[src/rtl/video_pixel_stream_if.sv]
// rtl/video_pixel_stream_if.sv - valid/ready RGB pixel source stream with frame marker
interface video_pixel_stream_if;
  logic [23:0] s_rgb;
  logic        s_sof;
  logic        s_valid;
  logic        s_ready;

  modport master (output s_rgb, output s_sof, output s_valid, input s_ready);
  modport slave  (input s_rgb, input s_sof, input s_valid, output s_ready);
endinterface

[src/rtl/video_pixel_stream.sv]
// rtl/video_pixel_stream.sv - raster timing, pixel FIFO and frame lock feeding the TMDS encoders
// PIXSTREAM_FILL_EN: when defined, missing pixels show FILL_RGB instead of black.
module video_pixel_stream #(
  parameter int          H_ACTIVE   = 640,
  parameter int          H_FP       = 16,
  parameter int          H_SYNC     = 96,
  parameter int          H_BP       = 48,
  parameter int          V_ACTIVE   = 480,
  parameter int          V_FP       = 10,
  parameter int          V_SYNC     = 2,
  parameter int          V_BP       = 33,
  parameter bit          HS_POL     = 1'b1,
  parameter bit          VS_POL     = 1'b1,
  parameter int          FIFO_DEPTH = 16,
  parameter logic [23:0] FILL_RGB   = 24'hFF00FF
) (
  input  logic                  clk,
  input  logic                  rst_n,
  video_pixel_stream_if.slave   src,
  output logic [7:0]            red,
  output logic [7:0]            green,
  output logic [7:0]            blue,
  output logic                  hsync,
  output logic                  vsync,
  output logic                  de,
  output logic                  frame_start,
  output logic                  underflow,
  input  logic                  underflow_clr
);
  localparam int H_TOTAL = H_ACTIVE + H_FP + H_SYNC + H_BP;
  localparam int V_TOTAL = V_ACTIVE + V_FP + V_SYNC + V_BP;
  localparam int XW = $clog2(H_TOTAL + 1);
  localparam int YW = $clog2(V_TOTAL + 1);
  localparam int AW = $clog2(FIFO_DEPTH);

  localparam logic [XW-1:0] X_LAST = XW'(H_TOTAL - 1);
  localparam logic [XW-1:0] X_ACT  = XW'(H_ACTIVE);
  localparam logic [XW-1:0] X_HS0  = XW'(H_ACTIVE + H_FP);
  localparam logic [XW-1:0] X_HS1  = XW'(H_ACTIVE + H_FP + H_SYNC);
  localparam logic [YW-1:0] Y_LAST = YW'(V_TOTAL - 1);
  localparam logic [YW-1:0] Y_ACT  = YW'(V_ACTIVE);
  localparam logic [YW-1:0] Y_VS0  = YW'(V_ACTIVE + V_FP);
  localparam logic [YW-1:0] Y_VS1  = YW'(V_ACTIVE + V_FP + V_SYNC);
  localparam logic [AW:0]   CNT_FULL = (AW+1)'(FIFO_DEPTH);

`ifdef PIXSTREAM_FILL_EN
  localparam logic [23:0] FILL_PIX = FILL_RGB;
`else
  localparam logic [23:0] FILL_PIX = FILL_RGB & 24'h000000;
`endif

  typedef enum logic {ST_SEEK, ST_LOCKED} state_t;

  state_t        state, state_next;
  logic [XW-1:0] x;
  logic [YW-1:0] y;
  logic [24:0]   mem [FIFO_DEPTH];
  logic [AW-1:0] wr_ptr, rd_ptr;
  logic [AW:0]   count, count_next;
  logic          ready_q, wr_en, pop, uf_set;
  logic          head_valid, head_sof, active, at_origin, hs_act, vs_act;
  logic [23:0]   head_rgb, pix_next;

  assign src.s_ready      = ready_q;
  assign wr_en            = src.s_valid && ready_q;
  assign head_valid       = (count != '0);
  assign {head_sof, head_rgb} = mem[rd_ptr];
  assign active           = (x < X_ACT) && (y < Y_ACT);
  assign at_origin        = (x == '0) && (y == '0);
  assign hs_act           = (x >= X_HS0) && (x < X_HS1);
  assign vs_act           = (y >= Y_VS0) && (y < Y_VS1);
  assign count_next       = count + (AW+1)'(wr_en) - (AW+1)'(pop);

  always_ff @(posedge clk or negedge rst_n) begin
    if (!rst_n) begin
      x <= '0;
      y <= '0;
    end else if (x == X_LAST) begin
      x <= '0;
      y <= (y == Y_LAST) ? '0 : y + 1'b1;
    end else begin
      x <= x + 1'b1;
    end
  end

  // Readiness is registered from the post-update fill level, so a full FIFO
  // refuses a write even when a pop happens in the same cycle.
  always_ff @(posedge clk or negedge rst_n) begin
    if (!rst_n) begin
      wr_ptr  <= '0;
      rd_ptr  <= '0;
      count   <= '0;
      ready_q <= 1'b0;
    end else begin
      if (wr_en) wr_ptr <= wr_ptr + 1'b1;
      if (pop)   rd_ptr <= rd_ptr + 1'b1;
      count   <= count_next;
      ready_q <= (count_next != CNT_FULL);
    end
  end

  always_ff @(posedge clk) begin
    if (wr_en) mem[wr_ptr] <= {src.s_sof, src.s_rgb};
  end

  always_ff @(posedge clk or negedge rst_n) begin
    if (!rst_n) state <= ST_SEEK;
    else        state <= state_next;
  end

  always_comb begin
    state_next = state;
    pop        = 1'b0;
    uf_set     = 1'b0;
    pix_next   = active ? FILL_PIX : 24'h000000;
    case (state)
      ST_SEEK: begin
        // Drain until a frame marker sits at the head, then hold it for (0,0).
        if (head_valid) begin
          if (!head_sof) begin
            pop = 1'b1;
          end else if (at_origin) begin
            pop        = 1'b1;
            pix_next   = head_rgb;
            state_next = ST_LOCKED;
          end
        end
      end
      ST_LOCKED: begin
        if (active) begin
          if (!head_valid) begin
            uf_set     = 1'b1;
            state_next = ST_SEEK;
          end else begin
            pop = 1'b1;
            if (head_sof && !at_origin) begin
              uf_set     = 1'b1;
              state_next = ST_SEEK;
            end else begin
              pix_next = head_rgb;
            end
          end
        end
      end
      default: state_next = ST_SEEK;
    endcase
  end

  always_ff @(posedge clk or negedge rst_n) begin
    if (!rst_n) begin
      red         <= 8'h00;
      green       <= 8'h00;
      blue        <= 8'h00;
      hsync       <= ~HS_POL;
      vsync       <= ~VS_POL;
      de          <= 1'b0;
      frame_start <= 1'b0;
      underflow   <= 1'b0;
    end else begin
      {red, green, blue} <= pix_next;
      hsync       <= hs_act ? HS_POL : ~HS_POL;
      vsync       <= vs_act ? VS_POL : ~VS_POL;
      de          <= active;
      frame_start <= at_origin;
      if (underflow_clr) underflow <= 1'b0;
      else if (uf_set)   underflow <= 1'b1;
    end
  end
endmodule

[src/flat_wrapper.sv]
// flat-port wrapper written by rule: the top's interface ports become plain ports
module video_pixel_stream_flat 
#(
  parameter int          H_ACTIVE   = 640,
  parameter int          H_FP       = 16,
  parameter int          H_SYNC     = 96,
  parameter int          H_BP       = 48,
  parameter int          V_ACTIVE   = 480,
  parameter int          V_FP       = 10,
  parameter int          V_SYNC     = 2,
  parameter int          V_BP       = 33,
  parameter bit          HS_POL     = 1'b1,
  parameter bit          VS_POL     = 1'b1,
  parameter int          FIFO_DEPTH = 16,
  parameter logic [23:0] FILL_RGB   = 24'hFF00FF
)
  (clk, rst_n, red, green, blue, hsync, vsync, de, frame_start, underflow, underflow_clr, src_s_rgb, src_s_sof, src_s_valid, src_s_ready);
  video_pixel_stream_if src_i ();
  input  logic clk;
  input  logic rst_n;
  output logic [7:0] red;
  output logic [7:0] green;
  output logic [7:0] blue;
  output logic hsync;
  output logic vsync;
  output logic de;
  output logic frame_start;
  output logic underflow;
  input  logic underflow_clr;
  input wire logic [$bits(src_i.s_rgb)-1:0] src_s_rgb;
  input wire logic [$bits(src_i.s_sof)-1:0] src_s_sof;
  input wire logic [$bits(src_i.s_valid)-1:0] src_s_valid;
  output wire logic [$bits(src_i.s_ready)-1:0] src_s_ready;
  assign src_i.s_rgb = src_s_rgb;
  assign src_i.s_sof = src_s_sof;
  assign src_i.s_valid = src_s_valid;
  assign src_s_ready = src_i.s_ready;
  video_pixel_stream #(.H_ACTIVE(H_ACTIVE), .H_FP(H_FP), .H_SYNC(H_SYNC), .H_BP(H_BP), .V_ACTIVE(V_ACTIVE), .V_FP(V_FP), .V_SYNC(V_SYNC), .V_BP(V_BP), .HS_POL(HS_POL), .VS_POL(VS_POL), .FIFO_DEPTH(FIFO_DEPTH), .FILL_RGB(FILL_RGB)) u_core (.clk(clk), .rst_n(rst_n), .src(src_i), .red(red), .green(green), .blue(blue), .hsync(hsync), .vsync(vsync), .de(de), .frame_start(frame_start), .underflow(underflow), .underflow_clr(underflow_clr));
endmodule
[config.mk]
export PLATFORM = sky130hd
export DESIGN_NAME = video_pixel_stream_flat
export DESIGN_NICKNAME = d
export VERILOG_FILES = /design/src/rtl/video_pixel_stream_if.sv /design/src/rtl/video_pixel_stream.sv /design/src/flat_wrapper.sv
export SDC_FILE = /design/constraint.sdc
export NUM_CORES = 1
export LEC_CHECK = 0
export CELL_PAD_IN_SITES_DETAIL_PLACEMENT = 0
export CELL_PAD_IN_SITES_GLOBAL_PLACEMENT = 1
export CORE_UTILIZATION = 49
export DETAILED_ROUTE_END_ITERATION = 10
export PLACE_DENSITY_LB_ADDON = 0.1
export SYNTH_ARGS = -nofsm -noshare
export SYNTH_HDL_FRONTEND = slang
export SYNTH_SLANG_ARGS = --single-unit
export TNS_END_PERCENT = 10
[constraint.sdc]
create_clock -name clk -period 3.2 [get_ports clk]
set_input_delay 0.8 -clock clk [delete_from_list [all_inputs] [get_ports clk]]
set_output_delay 0.8 -clock clk [all_outputs]
set_load 0.01 [all_outputs]
==> impl_metrics.json, run 1 <==
{
  "critical_path_class": "register to register",
  "total_power_w": 0.01731,
  "fin_area_um2": 21020,
  "max_stage_delay_ns": 0.52,
  "postPlaceCellArea_um2": 19440,
  "r2r_start": "u_core.rd_ptr[0]",
  "synth-main-ff-cell": "edfxtp_1",
  "grt_max_degree": 100,
  "cts_sinks": 464,
  "synthCells": 819,
  "violations": "design-rule violations",
  "vdd_drop_max_mv": 0.5535,
  "grt_antenna_before_repair": 0,
  "drive_above_1_share_pct": 25.72,
  "use_met2_pct": 35.48,
  "path_delay_family": "adder cells",
  "grt-busiest-layer": "met2",
  "numCtsBuffers": 48,
  "reg2regPathDepth": 14,
  "crit_arrival_ns": 3.46,
  "required_ns": 3.64,
  "overflow": 0,
  "die_w_um": 193.3,
  "hpwlAfterDp_mm": 18.90,
  "crit_cells": 14,
  "routed_wl_mm": 37.08,
  "status": "complete, but fails checks",
  "crit_buf_inv": 2,
  "grt_pass1_vias": 8824,
  "ys_types": 44,
  "cts_max_level": 2,
  "multi_input_area_um2": 4109,
  "r2r_end": "u_core.src.s_ready",
  "maxSlewHeadroom_pct": 44.78,
  "crit_fanout": 6,
  "powerDensity_nw_per_um2": 823.6,
  "syn_nets": 864,
  "holdBufCountCts": 0,
  "ys.warnings.count": 0,
  "nFillCells": 2508,
  "finalClockSkew_ns": 0.01695,
  "wire_per_inst_um": 25.95,
  "crit_path_start_kind": "register",
  "grt_pass1_wl_mm": 56.35,
  "period_share_pct": 94.30,
  "antenna_left": 0,
  "port_buffers": 58,
  "leakage_nw": 7.051,
  "die_h_um": 193.3,
  "hold_viol_final": 0,
  "synth_edf_count": 400,
  "final_net_count": 974,
  "vias": 8235,
  "period_minus_slack_ns": 3.018,
  "register_area_um2": 13620,
  "vias_per_cell": 5.763,
  "cp-startpoint": "u_core.rd_ptr[0]",
  "setup_viol": 0,
  "dr.pass1.iters": 9,
  "dieArea_um2": 37370,
  "cap_violations": 0,
  "grtUsageMet1_pct": 27.56,
  "critPathCapture": "u_core.src.s_ready",
  "antenna_cells": 0,
  "ctsRootBufferMaster": "clkbuf_16",
  "hold_ws_ns": 0.2449,
  "syn_to_final_growth_pct": 17.22,
  "clock_latency_ns": 0.58,
  "drtIter0Drc": 549,
  "path_cells": "mux4_2 -> mux2i_1 -> mux2_4 -> o31ai_4 -> inv_1 -> ha_1 -> inv_1 -> ha_2 -> fa_2 -> a21oi_2 -> nor2_1 -> nor2_1 -> xnor2_1 -> nand3b_1",
  "core_um2": 35830,
  "fp-row-count": 69,
  "rrSetupSlack_ns": 0.18,
  "worst_pin_slew_ns": 0.8283,
  "cts_tree": "built",
  "initial_core_util_pct": 50.05,
  "place_congestion": 0.7070,
  "end_kind": "register",
  "yosysSeqAreaShare_pct": 75.91,
  "clk_pin_slew_ns": 0.06,
  "cp_slowest_cell": "dfrtp_4",
  "synth-seq-cells": 464,
  "ios": 59,
  "syn_area_um2": 17930,
  "async_flop_share_pct": 13.79,
  "grt_use_total_pct": 20.79,
  "drv_slew": 0,
  "drc": 2,
  "min_path_type": "input port to async pin",
  "met3_usage_pct": 3.365,
  "max_freq_ghz": 0.3314,
  "avgSynthCellArea_um2": 21.90,
  "cts.path.max_buffers": 3
}
layer usage:
metal  vias up  part of all wire [%]  wire length, µm
met5         -                     0                0
met3        57                   3.8             1393
met4         0                   2.1              774
met2       174                    52            19130
li1       3583                     -                -
met1      4421                    43            15790
repair_timing:
item                       CTS  global route
pin swaps                    0             4
setup endpoints to repair    1             2
gates resized for setup      1             5
setup buffers                0             2
hold endpoints to repair     0             0
sequential cells by signal, summed over array words and instances, names as in the netlist, 4 cells and up:
signal         cells
u_core.x          10
u_core.red         8
u_core.y          10
u_core.rd_ptr      4
u_core.mem       400
u_core.green       8
u_core.blue        8
u_core.count       5
u_core.wr_ptr      4
layout by cell type (no fill, tap or decap), types with 4 or more instances in the layout:
master and count:
and3_1 11, clkdlybuf4s50_1 57, and2_1 12, buf_4 20
nor4_1 4, dfrtp_1 62, inv_1 17, xnor2_1 14
o21ai_0 11, nor2_1 15, edfxtp_1 400, clkbuf_1 11
nand3_1 6, ha_1 14, a21oi_1 4, bufinv_16 4
xor2_1 7, nand4_1 6, nor2b_1 25, clkinv_1 8
nand2_1 10, mux4_2 124, nor3_1 6, buf_12 19
clkinv_2 12, clkbuf_16 49
where the power goes:
group / switching (W) / internal [W]
clock network: 0.00223 / 0.00320
registers: 0.000196 / 0.00719
logic: 0.00210 / 0.00239
area by class of cell:
class                      count  area share [%]
timing repair buffer          96           5.238
clock buffer                  63           6.226
multi-input combinational    301           19.55
inverter                      18          0.3214
clock inverter                26           1.131
tap                          461           2.744
sequential                   464           64.79
metrics by stage:
| stage | setup WS, ns | TNS [ns] | std cells | util, % |
|---|---|---|---|---|
| floorplan | 0.04658 | 0 | 819 | - |
| global placement | 0.06017 | 0 | 1338 | 54.25 |
| detailed placement | 0.001380 | 0 | 1338 | 54.25 |
| CTS | 0.01670 | 0 | 1427 | 58.58 |
| global route | -0.01283 | -0.01283 | 1429 | 58.67 |
| finish | 0.1825 | 0 | 1429 | 58.67 |
worst min path at each step:
| stage | start | end | slack, ns | depth (start not counted) |
|---|---|---|---|---|
| CTS | rst_n | u_core.blue[7] | 0.23 | 1 |
| detailed placement | u_core.rd_ptr[3] | u_core.rd_ptr[3] | 0.49 | 1 |
| finish | rst_n | u_core.blue[4] | 0.24 | 1 |
| global route | rst_n | u_core.blue[7] | 0.26 | 1 |
| floorplan | u_core.rd_ptr[3] | u_core.rd_ptr[3] | 0.47 | 1 |
| global placement | u_core.rd_ptr[3] | u_core.rd_ptr[3] | 0.49 | 1 |
Yosys cell counts (all sizes together), types with 7 or more instances:
| cell | instances | area (µm²) |
|---|---|---|
| nand2 | 10 | 37.54 |
| edfxtp | 400 | 12010 |
| mux4 | 124 | 2793 |
| and2 | 12 | 75.07 |
| nor2 | 16 | 60.06 |
| buf | 16 | 106.4 |
| xnor2 | 14 | 122.6 |
| and3 | 11 | 68.82 |
| ha | 15 | 187.7 |
| dfrtp | 64 | 1602 |
| clkbuf | 20 | 75.07 |
| o21ai | 11 | 55.05 |
| inv | 18 | 67.56 |
| nor2b | 25 | 156.4 |
| xor2 | 7 | 61.31 |
worst register-to-register path: cells and delay by family (launching register included):
family          cells  cell delay, ns
compound gates      2            0.33
xor+xnor            1            0.16
fa+ha+maj           3            0.80
buf+inv             2            0.11
flops               1            0.52
mux                 3            0.70
simple gates        3            0.27
logic make-up (layout without fill, tap and decap cells):
logic type / after synthesis / in the layout / synth area share (%)
multiplexers: 131 / 131 / 16.03
buffers and inverters: 54 / 203 / 1.388
adder cells (fa/ha/maj): 16 / 16 / 1.158
XOR/XNOR: 21 / 21 / 1.026
AND/OR/NAND/NOR: 106 / 106 / 3.363
AO/OA/AOI/OAI: 27 / 27 / 1.130
flip-flops: 464 / 464 / 75.91
(Power assumes the default switching activity.)
==> run 2, diff against run 1 <==
- SLEW_MARGIN: unset -> 20
==> results of run 2 <==
No change in the layout: final DEF, timing and power equal those of run 1.
